<file path="config.mk">
export PLATFORM = sky130hd
export DESIGN_NAME = btb_ctrl
export DESIGN_NICKNAME = d
export VERILOG_FILES = /design/src/rtl/btb_pkg.sv /design/src/rtl/btb_upd_fifo.sv /design/src/rtl/btb_ctrl.sv
export SDC_FILE = /design/constraint.sdc
export NUM_CORES = 1
export LEC_CHECK = 0
export CAP_MARGIN = 20
export CORE_ASPECT_RATIO = 1.5
export CORE_UTILIZATION = 30
export DETAILED_ROUTE_END_ITERATION = 8
export SYNTH_ARGS = -nofsm -noshare
export SYNTH_HDL_FRONTEND = slang
export SYNTH_SLANG_ARGS = --single-unit
</file>
<file path="constraint.sdc">
create_clock -name clk -period 2.75 [get_ports clk]
set_input_delay 0.55 -clock clk [delete_from_list [all_inputs] [get_ports clk]]
set_output_delay 0.55 -clock clk [all_outputs]
set_load 0.05 [all_outputs]
</file>
<file path="src/rtl/btb_pkg.sv">
`default_nettype none
// +------------------------------------------------------------------+
// | btb_pkg : shared widths, update record and FSM state for btb_ctrl |
// | Rev 1.0                                                           |
// +------------------------------------------------------------------+
package btb_pkg;

  localparam int BTB_IDX_W = 8;
  localparam int BTB_TAG_W = 24;

  typedef struct packed {
    logic [BTB_IDX_W-1:0] idx;
    logic [BTB_TAG_W-1:0] tag;
    logic [31:0]          target;
    logic                 valid;
  } btb_upd_t;

  typedef enum logic [1:0] {
    ST_IDLE  = 2'd0,
    ST_SWEEP = 2'd1,
    ST_DONE  = 2'd2
  } btb_state_e;

  function automatic logic [15:0] sat_inc16(input logic [15:0] v);
    return (v == 16'hFFFF) ? v : v + 16'd1;
  endfunction

endpackage
`default_nettype wire

</file>
<file path="src/rtl/btb_upd_fifo.sv">
`default_nettype none
// +------------------------------------------------------------------+
// | btb_upd_fifo : small FIFO of pending BTB table updates            |
// | Rev 1.0                                                           |
// +------------------------------------------------------------------+
module btb_upd_fifo
  import btb_pkg::*;
#(
  parameter int QDEPTH = 2
) (
  input  logic     clk,
  input  logic     rst_n,
  input  logic     clr,
  input  logic     push,
  input  logic     pop,
  input  btb_upd_t din,
  output btb_upd_t dout,
  output logic     full,
  output logic     empty
);

  localparam int PW = (QDEPTH > 1) ? $clog2(QDEPTH) : 1;

  btb_upd_t       mem_q [QDEPTH];
  btb_upd_t       mem_d [QDEPTH];
  logic [PW:0]    wr_ptr_q, wr_ptr_d;
  logic [PW:0]    rd_ptr_q, rd_ptr_d;

  // Extra pointer bit distinguishes full from empty when the slot bits match.
  assign empty = (wr_ptr_q == rd_ptr_q);
  assign full  = (wr_ptr_q[PW] != rd_ptr_q[PW]) &&
                 (wr_ptr_q[PW-1:0] == rd_ptr_q[PW-1:0]);
  assign dout  = mem_q[rd_ptr_q[PW-1:0]];

  always_comb begin
    mem_d    = mem_q;
    wr_ptr_d = wr_ptr_q;
    rd_ptr_d = rd_ptr_q;
    if (clr) begin
      wr_ptr_d = '0;
      rd_ptr_d = '0;
    end else begin
      if (push) begin
        mem_d[wr_ptr_q[PW-1:0]] = din;
        wr_ptr_d                = wr_ptr_q + (PW+1)'(1);
      end
      if (pop) begin
        rd_ptr_d = rd_ptr_q + (PW+1)'(1);
      end
    end
  end

  always_ff @(posedge clk or negedge rst_n) begin
    if (!rst_n) begin
      mem_q    <= '{default: '0};
      wr_ptr_q <= '0;
      rd_ptr_q <= '0;
    end else begin
      mem_q    <= mem_d;
      wr_ptr_q <= wr_ptr_d;
      rd_ptr_q <= rd_ptr_d;
    end
  end

endmodule
`default_nettype wire

</file>
<file path="src/rtl/btb_ctrl.sv">
`default_nettype none
// +------------------------------------------------------------------+
// | btb_ctrl : BTB update/redirect controller with invalidate sweep   |
// | Optional statistics counters: define BTB_CTRL_STATS_EN            |
// | Rev 1.0                                                           |
// +------------------------------------------------------------------+
module btb_ctrl
  import btb_pkg::*;
#(
  parameter int IDX_W  = BTB_IDX_W,
  parameter int TAG_W  = BTB_TAG_W,
  parameter int QDEPTH = 2
) (
  input  logic              clk,
  input  logic              rst_n,
  input  logic              resolve_E,
  input  logic              taken_E,
  input  logic [TAG_W-1:0]  pc_E,
  input  logic [31:0]       target_E,
  input  logic              pred_hit_E,
  input  logic [31:0]       pred_target_E,
  input  logic              flush_req,
  input  logic              tbl_wr_ready,
  output logic              tbl_wr_en,
  output logic [IDX_W-1:0]  tbl_wr_idx,
  output logic [TAG_W-1:0]  tbl_wr_tag,
  output logic [31:0]       tbl_wr_target,
  output logic              tbl_wr_valid,
  output logic              redirect_valid,
  output logic [31:0]       redirect_pc,
  output logic              flush_busy,
  output logic              flush_done,
  output logic [15:0]       stat_mispred,
  output logic [15:0]       stat_drop
);

  btb_state_e       state_q, state_d;
  logic [IDX_W-1:0] cnt_q, cnt_d;
  logic             redirect_valid_q, redirect_valid_d;
  logic [31:0]      redirect_pc_q, redirect_pc_d;

  logic     mispred, in_idle;
  logic     q_push, q_pop, q_full, q_empty;
  btb_upd_t upd_in, q_head;

  assign mispred = resolve_E &
                   ((taken_E & (~pred_hit_E | (pred_target_E != target_E))) |
                    (~taken_E & pred_hit_E));
  assign in_idle = (state_q == ST_IDLE);

  // A full queue still accepts a push when the head leaves in the same cycle.
  assign q_pop  = in_idle & ~q_empty & tbl_wr_ready;
  assign q_push = mispred & in_idle & ~flush_req & (~q_full | q_pop);

  always_comb begin
    upd_in.idx    = BTB_IDX_W'(pc_E[IDX_W-1:0]);
    upd_in.tag    = BTB_TAG_W'(pc_E);
    upd_in.target = taken_E ? target_E : 32'd0;
    upd_in.valid  = taken_E;
  end

  btb_upd_fifo #(
    .QDEPTH (QDEPTH)
  ) u_fifo (
    .clk   (clk),
    .rst_n (rst_n),
    .clr   (flush_req),
    .push  (q_push),
    .pop   (q_pop),
    .din   (upd_in),
    .dout  (q_head),
    .full  (q_full),
    .empty (q_empty)
  );

  // Sweep writes are held off while reset is asserted even though state is SWEEP.
  always_comb begin
    tbl_wr_en     = 1'b0;
    tbl_wr_idx    = IDX_W'(q_head.idx);
    tbl_wr_tag    = TAG_W'(q_head.tag);
    tbl_wr_target = q_head.target;
    tbl_wr_valid  = q_head.valid;
    case (state_q)
      ST_IDLE: tbl_wr_en = q_pop;
      ST_SWEEP: begin
        tbl_wr_en     = tbl_wr_ready & rst_n;
        tbl_wr_idx    = cnt_q;
        tbl_wr_tag    = '0;
        tbl_wr_target = 32'd0;
        tbl_wr_valid  = 1'b0;
      end
      default: ;
    endcase
  end

  always_comb begin
    state_d          = state_q;
    cnt_d            = cnt_q;
    redirect_valid_d = mispred;
    redirect_pc_d    = redirect_pc_q;
    if (mispred) begin
      redirect_pc_d = taken_E ? target_E : (32'(pc_E) + 32'd4);
    end
    if (flush_req) begin
      state_d = ST_SWEEP;
      cnt_d   = '0;
    end else begin
      case (state_q)
        ST_SWEEP: begin
          if (tbl_wr_ready) begin
            cnt_d = cnt_q + IDX_W'(1);
            if (&cnt_q) begin
              state_d = ST_DONE;
            end
          end
        end
        ST_DONE: state_d = ST_IDLE;
        default: ;
      endcase
    end
  end

  always_ff @(posedge clk or negedge rst_n) begin
    if (!rst_n) begin
      state_q          <= ST_SWEEP;
      cnt_q            <= '0;
      redirect_valid_q <= 1'b0;
      redirect_pc_q    <= 32'd0;
    end else begin
      state_q          <= state_d;
      cnt_q            <= cnt_d;
      redirect_valid_q <= redirect_valid_d;
      redirect_pc_q    <= redirect_pc_d;
    end
  end

  assign redirect_valid = redirect_valid_q;
  assign redirect_pc    = redirect_pc_q;
  assign flush_busy     = (state_q != ST_IDLE);
  assign flush_done     = (state_q == ST_DONE);

`ifdef BTB_CTRL_STATS_EN
  logic [15:0] stat_mispred_q, stat_mispred_d;
  logic [15:0] stat_drop_q, stat_drop_d;
  logic        q_drop;

  // Discards during a sweep or alongside flush_req are not drops.
  assign q_drop = mispred & in_idle & ~flush_req & q_full & ~q_pop;

  always_comb begin
    stat_mispred_d = mispred ? sat_inc16(stat_mispred_q) : stat_mispred_q;
    stat_drop_d    = q_drop  ? sat_inc16(stat_drop_q)    : stat_drop_q;
  end

  always_ff @(posedge clk or negedge rst_n) begin
    if (!rst_n) begin
      stat_mispred_q <= 16'd0;
      stat_drop_q    <= 16'd0;
    end else begin
      stat_mispred_q <= stat_mispred_d;
      stat_drop_q    <= stat_drop_d;
    end
  end

  assign stat_mispred = stat_mispred_q;
  assign stat_drop    = stat_drop_q;
`else
  assign stat_mispred = 16'd0;
  assign stat_drop    = 16'd0;
`endif

endmodule
`default_nettype wire

</file>
==> results.md, run 1 <==
- **Worst Path Required** 3.06 ns
- **Post-synth ARST share** 100%
- **largest vdd supply drop** 477 uV
- **count of buffers from port buffering** 195
- **clock period minus final worst setup slack** 2.66 ns
- **type of the tightest min-delay check** reg -> reg
- **TritonRoute pass-1 iters** 4
- **Final Slew Violations** 0
- **post-synthesis instance area** 0.00851 sq mm
- **utilization after layout** 42.4%
- **r2r startpoint** u_fifo.rd_ptr_q[1]
- **vias in the first global route** 6,562
- **global-route wire length before repair** 39,000 um
- **cell repeated most along the worst path** buf_4
- **Area Overhead vs Synth** 39.2%
- **register-to-register setup slack** 0.34 ns
- **TritonCTS clock tree** built
- **vias after detailed routing** 6,370
- **crit path capture type** flop
- **final-report setup violation count** 0
- **antenna violations before repair** 3
- **die area** 0.0291 sq mm
- **Reg clk slew, reported paths** 0.06 ns
- **count of warnings emitted by yosys** 0
- **Post-synth top flop** dfrtp_1
- **commonest cells in the synthesized netlist** 160 x dfrtp_1, 138 x mux2_2, 80 x nor2_1, 59 x mux2i_1, 42 x xor2_1
- **ratio of total power to cell area** 530 mW/mm^2
- **P_leak** 0.00537 uW
- **Avg Synthesized Cell Area** 11.5 sq um
- **capture instance of the worst register-to-register path** u_fifo.mem_q[117]
- **GRT overflow** 0
- **net count reported at finish** 1,078
- **share of the synthesized area in the top cell type** 47.0%
- **die span in x** 140 um
- **dominant cells by area after synthesis** dfrtp_1 47%, mux2_2 18%, mux2i_1 6.9%, xor2_1 4.3%, nor2_1 3.5%
- **non-filler instance count after layout** 1,343
- **DR iter-0 viols** 327
- **maximum fanout count along the critical path** 19
- **Std-Cell Rows** 75
- **number of DRC violations after detailed routing** 0
- **Placed Instance Area** 0.0112 sq mm
- **final hold slack** 0.503 ns
- **number of top-level pins** 228
- **post-synthesis sequential element count** 161
- **final RePlAce weighted congestion** 0.782
- **count of clock tree sinks** 161
- **count leader, synth** dfrtp_1
- **Via-to-Cell Ratio** 4.74
- **highest clock rate** 376 MHz
- **depth of the most critical reg-to-reg path** 8
- **summed area of non-filler cells in the final layout** 0.0118 sq mm
- **overall track demand over capacity in global routing** 18.2%
- **start-to-end type of the worst setup path** in -> reg
- **arrival time reported for the critical path endpoint** 2.97 ns
- **final worst clock skew** 0.00963 ns
- **cell type with the largest total area after synthesis** dfrtp_1
- **Hold Vio Cnt, Final** 0
- **number of routed nets with antenna violations** 0
- **Clock Tree Root** clkbuf_16
- **delay of the slowest critical-path stage** 0.44 ns
- **result of the run** finished, final reports clean
- **cells along the critical path** clkdlybuf4s50_1, xor2_1, nor4_2, buf_4, nand4_1, nor4_4, buf_4, nor4_4, buf_4, buf_12, mux2_2
- **core region area** 0.0280 sq mm
- **CP startpoint kind** input pin
- **clk buf depth** 2
- **Critical path destination** u_fifo.mem_q[10]
- **y dimension of the die** 208 um
- **Clk Latency, worst-skew pair** 0.44 ns
- **share of post-route cells with drive strength above 1** 31.9%
- **Sum Neg Setup Slack** 0 ns
- **period utilization** 96.7%
- **relative slew slack** 40.8%
- **worst-margin pin slew** 0.888 ns
- **total half-perimeter wirelength after legalization and detailed placement** 19,300 um
- **number of different library cells in the post-synthesis netlist** 36
- **Post-synth EDFFs** 0
- **wire length per cell** 18.9 um
- **sequential area share after synthesis** 47.4%
- **max-capacitance violation count** 0
- **maximum number of pins on one net before global-route repair** 77
- **worst setup path start** target_E[11]
- **Initial Utilization** 30.4%
- **CP max stage cell** clkdlybuf4s50_1
- **cell count after synthesis** 737
- **instance count after placement with tap cells included** 1,305
- **Detailed Route WL** 25,300 um
- **total clock buffers created by CTS** 17
- **Clock H-tree levels** 4
## placed cells by master (no fill, tap or decap), types with 3 or more instances in the layout
master           count
dfrtp_1            159
mux2_2             138
clkdlybuf4s50_1    128
buf_4              119
nor2_1              80
mux2i_1             59
xor2_1              42
and2_1              36
conb_1              32
xnor2_1             21
buf_12              19
a21oi_1             18
a21o_1              17
clkbuf_16           17
nand2_1             11
o31ai_1             10
nand3_1              8
o21ai_0              8
nor4_1               7
nand4_1              7
and3_1               6
clkinv_2             5
inv_1                4
nand2b_1             4
and4_1               4
bufinv_16            4
diode_2              3
nor2b_1              3
nor4_2               3
## timing repair
| item | in CTS | in global routing |
|---|---|---|
| pin swaps | 1 | 1 |
| hold buffers | 1 | 0 |
| endpoints found under the hold margin | 15 | 0 |
| setup buffers | 2 | 0 |
| resized for setup | 2 | 2 |
| cloned | 0 | 0 |
| endpoints found under the setup margin | 93 | 113 |
## stage by stage
| step | total power, uW | worst slack (ns) |
|---|---|---|
| 6_report | 6280 | 0.0916 |
| 5_1_grt | 6520 | -0.0195 |
| 4_1_cts | 6340 | 0.0500 |
| 3_5_place_dp | 3800 | -0.578 |
| 3_3_place_gp | 3790 | -0.560 |
| 2_1_floorplan | 3260 | 0.179 |
## metal layers
metal | wire length, um | vias up | GRT usage (%) | part of all wire (%)
li1 | - | 2970 | - | -
met1 | 10400 | 3216 | 21.4 | 41
met2 | 13700 | 156 | 32.9 | 54
met3 | 725 | 28 | 2.83 | 2.9
met4 | 537 | 0 | 7.05 | 2.1
met5 | 0 | - | 0 | 0
## where the power goes
group	switching (uW)	internal [uW]
registers	82.3	2500
logic	689	481
clock network	971	1560
total	1740	4540
## registers in the layout, indices dropped and copies added (netlist names)
signal	count
u_fifo.rd_ptr_q	2
redirect_valid	1
u_fifo.mem_q	114
state_q	2
u_fifo.wr_ptr_q	2
redirect_pc	32
cnt_q	8
## final cells by class
cell class | instances | area, sq um
antenna | 3 | 7.51
tap | 346 | 433
multi-input combinational | 529 | 4160
clock buffer | 21 | 460
inverter | 4 | 15.0
sequential | 161 | 4030
timing repair buffer | 268 | 2580
fill | 2670 | 16100
clock inverter | 11 | 160
## worst max-delay path, delay by kind of cell
family	cells	cell delay, ns
xor gates and xnor gates	1	0.17
buffers and inverters	5	1.11
muxes	1	0.28
and+or+nand+nor	4	0.85
## worst min path at each step
stage	startpoint	endpoint	slack [ns]	cells after the start
6_report	u_fifo.mem_q[77]	u_fifo.mem_q[77]	0.50	1
5_1_grt	rst_n	u_fifo.rd_ptr_q[0]	0.52	2
4_1_cts	rst_n	u_fifo.rd_ptr_q[0]	0.51	2
3_5_place_dp	rst_n	u_fifo.mem_q[108]	0.41	1
3_3_place_gp	rst_n	u_fifo.mem_q[43]	0.41	1
2_1_floorplan	rst_n	cnt_q[0]	0.25	0
## cell families after synthesis
kind of cell | Yosys count | synth area share [%]
other cells | 1 | 0.0441
buf+inv | 78 | 5.76
compound gates | 57 | 4.31
mux | 197 | 25.2
fa+ha+maj | 2 | 0.294
simple gates | 178 | 10.6
flops | 161 | 47.4
xor+xnor | 63 | 6.48
Power figures use the tool's default switching activity.
==> inputs of run 2 (changes only) <==
==> constraint.sdc (replaced) <==
create_clock -name clk -period 2.75 [get_ports clk]
set_input_delay 0.275 -clock clk [delete_from_list [all_inputs] [get_ports clk]]
set_output_delay 0.275 -clock clk [all_outputs]
set_load 0.05 [all_outputs]
==> results.md, run 2 (same netlist as run 1, synthesis figures left out) <==
- **ratio of total power to cell area** 536 mW/mm^2, was 530 mW/mm^2
- **count of buffers from port buffering** 195, unchanged
- **Area Overhead vs Synth** 38.2%, was 39.2%
- **Crit path max-delay family** simple AND/OR/NAND/NOR gates, was buffers and inverters
- **Std-Cell Rows** 75, unchanged
- **die span in x** 140 um, unchanged
- **die area** 0.0291 sq mm, unchanged
- **cells along the critical path** clkdlybuf4s50_1, xor2_1, nor4_2, buf_4, nand4_1, nor4_4, nand2b_2, buf_12, mux2_2, was clkdlybuf4s50_1, xor2_1, nor4_2, buf_4, nand4_1, nor4_4, buf_4, nor4_4, buf_4, buf_12, mux2_2
- **final-report setup violation count** 0, unchanged
- **share of post-route cells with drive strength above 1** 26.2%, was 31.9%
- **maximum number of pins on one net before global-route repair** 78, was 77
- **vias in the first global route** 6,455, was 6,562
- **clock period minus final worst setup slack** 2.67 ns, was 2.66 ns
- **P_leak** 0.00536 uW, was 0.00537 uW
- **core region area** 0.0280 sq mm, unchanged
- **CP startpoint kind** input pin, unchanged
- **count of clock tree sinks** 161, unchanged
- **y dimension of the die** 208 um, unchanged
- **layer with the highest usage after global routing** met2, unchanged
- **final setup slack of the worst path** 0.0775 ns, was 0.0916 ns
- **start-to-end type of the worst setup path** in -> reg, unchanged
- **CP max stage cell** clkdlybuf4s50_1, unchanged
- **wire length per cell** 19.3 um, was 18.9 um
- **Worst Path Required** 3.07 ns, was 3.06 ns
- **post-CTS setup buffer count** 0, was 2
- **antenna violations before repair** 2, was 3
- **r2r startpoint** u_fifo.rd_ptr_q[1], unchanged
- **Clock Tree Root** clkbuf_16, unchanged
- **worst setup path start** target_E[0], was target_E[11]
- **worst-margin pin slew** 0.669 ns, was 0.888 ns
- **type of the tightest min-delay check** in -> async, was reg -> reg
- **maximum fanout count along the critical path** 31, was 19
- **most common cell after layout, fill and taps aside** clkdlybuf4s50_1, was dfrtp_1
- **Buf+Inv Stages, Crit Path** 3, was 5
- **Placed Instance Area** 0.0111 sq mm, was 0.0112 sq mm
- **most used cells in the layout excluding fill and tap cells** 162 x clkdlybuf4s50_1, 159 x dfrtp_1, 138 x mux2_2, was 159 x dfrtp_1, 138 x mux2_2, 128 x clkdlybuf4s50_1
- **relative slew slack** 55.0%, was 40.8%
- **total half-perimeter wirelength after legalization and detailed placement** 19,400 um, was 19,300 um
- **met3 GRT Util** 3.04%, was 2.83%
- **Detailed Route WL** 25,500 um, was 25,300 um
- **Via-to-Cell Ratio** 4.73, was 4.74
- **Largest Register** u_fifo.mem_q, unchanged
- **arrival time reported for the critical path endpoint** 2.99 ns, was 2.97 ns
- **TritonCTS clock tree** built, unchanged
- **total power after layout** 6300 uW, was 6280 uW
- **period utilization** 97.2%, was 96.7%
- **utilization after layout** 42.1%, was 42.4%
- **result of the run** finished, final reports clean, unchanged
- **crit path capture type** flop, unchanged
- **fill count** 2,679, was 2,670
- **net count reported at finish** 1,061, was 1,078
- **instance count after placement with tap cells included** 1,290, was 1,305
- **non-filler instance count after layout** 1,325, was 1,343
- **overall track demand over capacity in global routing** 18.3%, was 18.2%
- **register-to-register setup slack** 0.47 ns, was 0.34 ns
- **sequential cell area** 0.00403 sq mm, unchanged
- **GRT overflow** 0, unchanged
- **number of flip-flops in the largest register** 114, unchanged
- **TritonRoute pass-1 iters** 4, unchanged
- **Hold Vio Cnt, Final** 0, unchanged
- **Clock H-tree levels** 4, unchanged
- **global-route wire length before repair** 39,200 um, was 39,000 um
- **max-capacitance violation count** 0, unchanged
- **depth of the most critical reg-to-reg path** 6, was 8
- **summed area of non-filler cells in the final layout** 0.0118 sq mm, about the same
- **clk buf depth** 2, unchanged
- **vias after detailed routing** 6,270, was 6,370
- **GR met2 Demand/Resource** 32.3%, was 32.9%
- **final worst clock skew** 0.00877 ns, was 0.00963 ns
- **area taken by multi-input logic gates** 0.00415 sq mm, was 0.00416 sq mm
- **met1 usage** 21.6%, was 21.4%
- **setup repair after global routing missed its margin** no
- **Clk Latency, worst-skew pair** 0.44 ns, about the same
- **Reg clk slew, reported paths** 0.07 ns, was 0.06 ns
- **final RePlAce weighted congestion** 0.831, was 0.782
- **dpl ws** -0.496 ns, was -0.578 ns
- **Final Slew Violations** 0, unchanged
- **total clock buffers created by CTS** 17, unchanged
- **DR iter-0 viols** 258, was 327
- **largest vdd supply drop** 434 uV, was 477 uV
- **Initial Utilization** 30.4%, unchanged
- **number of DRC violations after detailed routing** 0, unchanged
- **number of routed nets with antenna violations** 0, unchanged
- **highest clock rate** 374 MHz, was 376 MHz
- **Crit path depth** 9, was 11
- **number of top-level pins** 228, unchanged
- **delay of the slowest critical-path stage** 0.48 ns, was 0.44 ns
## run 2: report_power, final
part / internal (uW) / switching (uW) / leakage [uW]
sequential: 2500 / 83.2 / 0.00216
clock: 1560 / 1010 / 0.000302
combinational: 461 / 691 / 0.00290
## run 2: layer usage
layer  vias up  share of wire (%)
li1       2933                  -
met1      3111                 41
met2       189                 53
met3        37                3.3
met4         0                3.1
met5         -                  0
## run 2: through the flow
stage	setup TNS (ns)	hold slack, ns
global placement	-49.47	0.262
global route	0	0.399
floorplan	0	-0.0206
finish	0	0.360
detailed placement	-54.14	0.265
CTS	0	0.374
## run 2: area by class of cell
class | instances | area share (%)
sequential | 161 | 34.3
tap | 346 | 3.68
timing repair buffer | 251 | 21.2
clock inverter | 10 | 1.24
clock buffer | 22 | 4.20
multi-input combinational | 529 | 35.3
inverter | 4 | 0.128
antenna | 2 | 0.0425
## run 2: worst paths after layout
| path | end |
|---|---|
| max in group asynchronous | u_fifo.mem_q[23] |
| min in group clk | u_fifo.wr_ptr_q[1] |
| hold / removal | u_fifo.mem_q[113] |
| hold reg to reg | u_fifo.wr_ptr_q[1] |
| setup / recovery | u_fifo.mem_q[66] |
| setup reg to reg | u_fifo.mem_q[28] |
## run 2: worst reg2reg max path: stages (launching register included)
cell	delay, ns
dfrtp_1	0.41
xnor2_1	0.21
nor2_1	0.06
a21o_1	0.25
nor4_4	0.60
buf_12	0.27
mux2_2	0.37
## run 2: repair_timing
| item | CTS | global route |
|---|---|---|
| hold buffers | 1 | 0 |
| endpoints found under the setup margin | 82 | 96 |
| endpoints found under the hold margin | 47 | 0 |
| resized for setup | 2 | 12 |
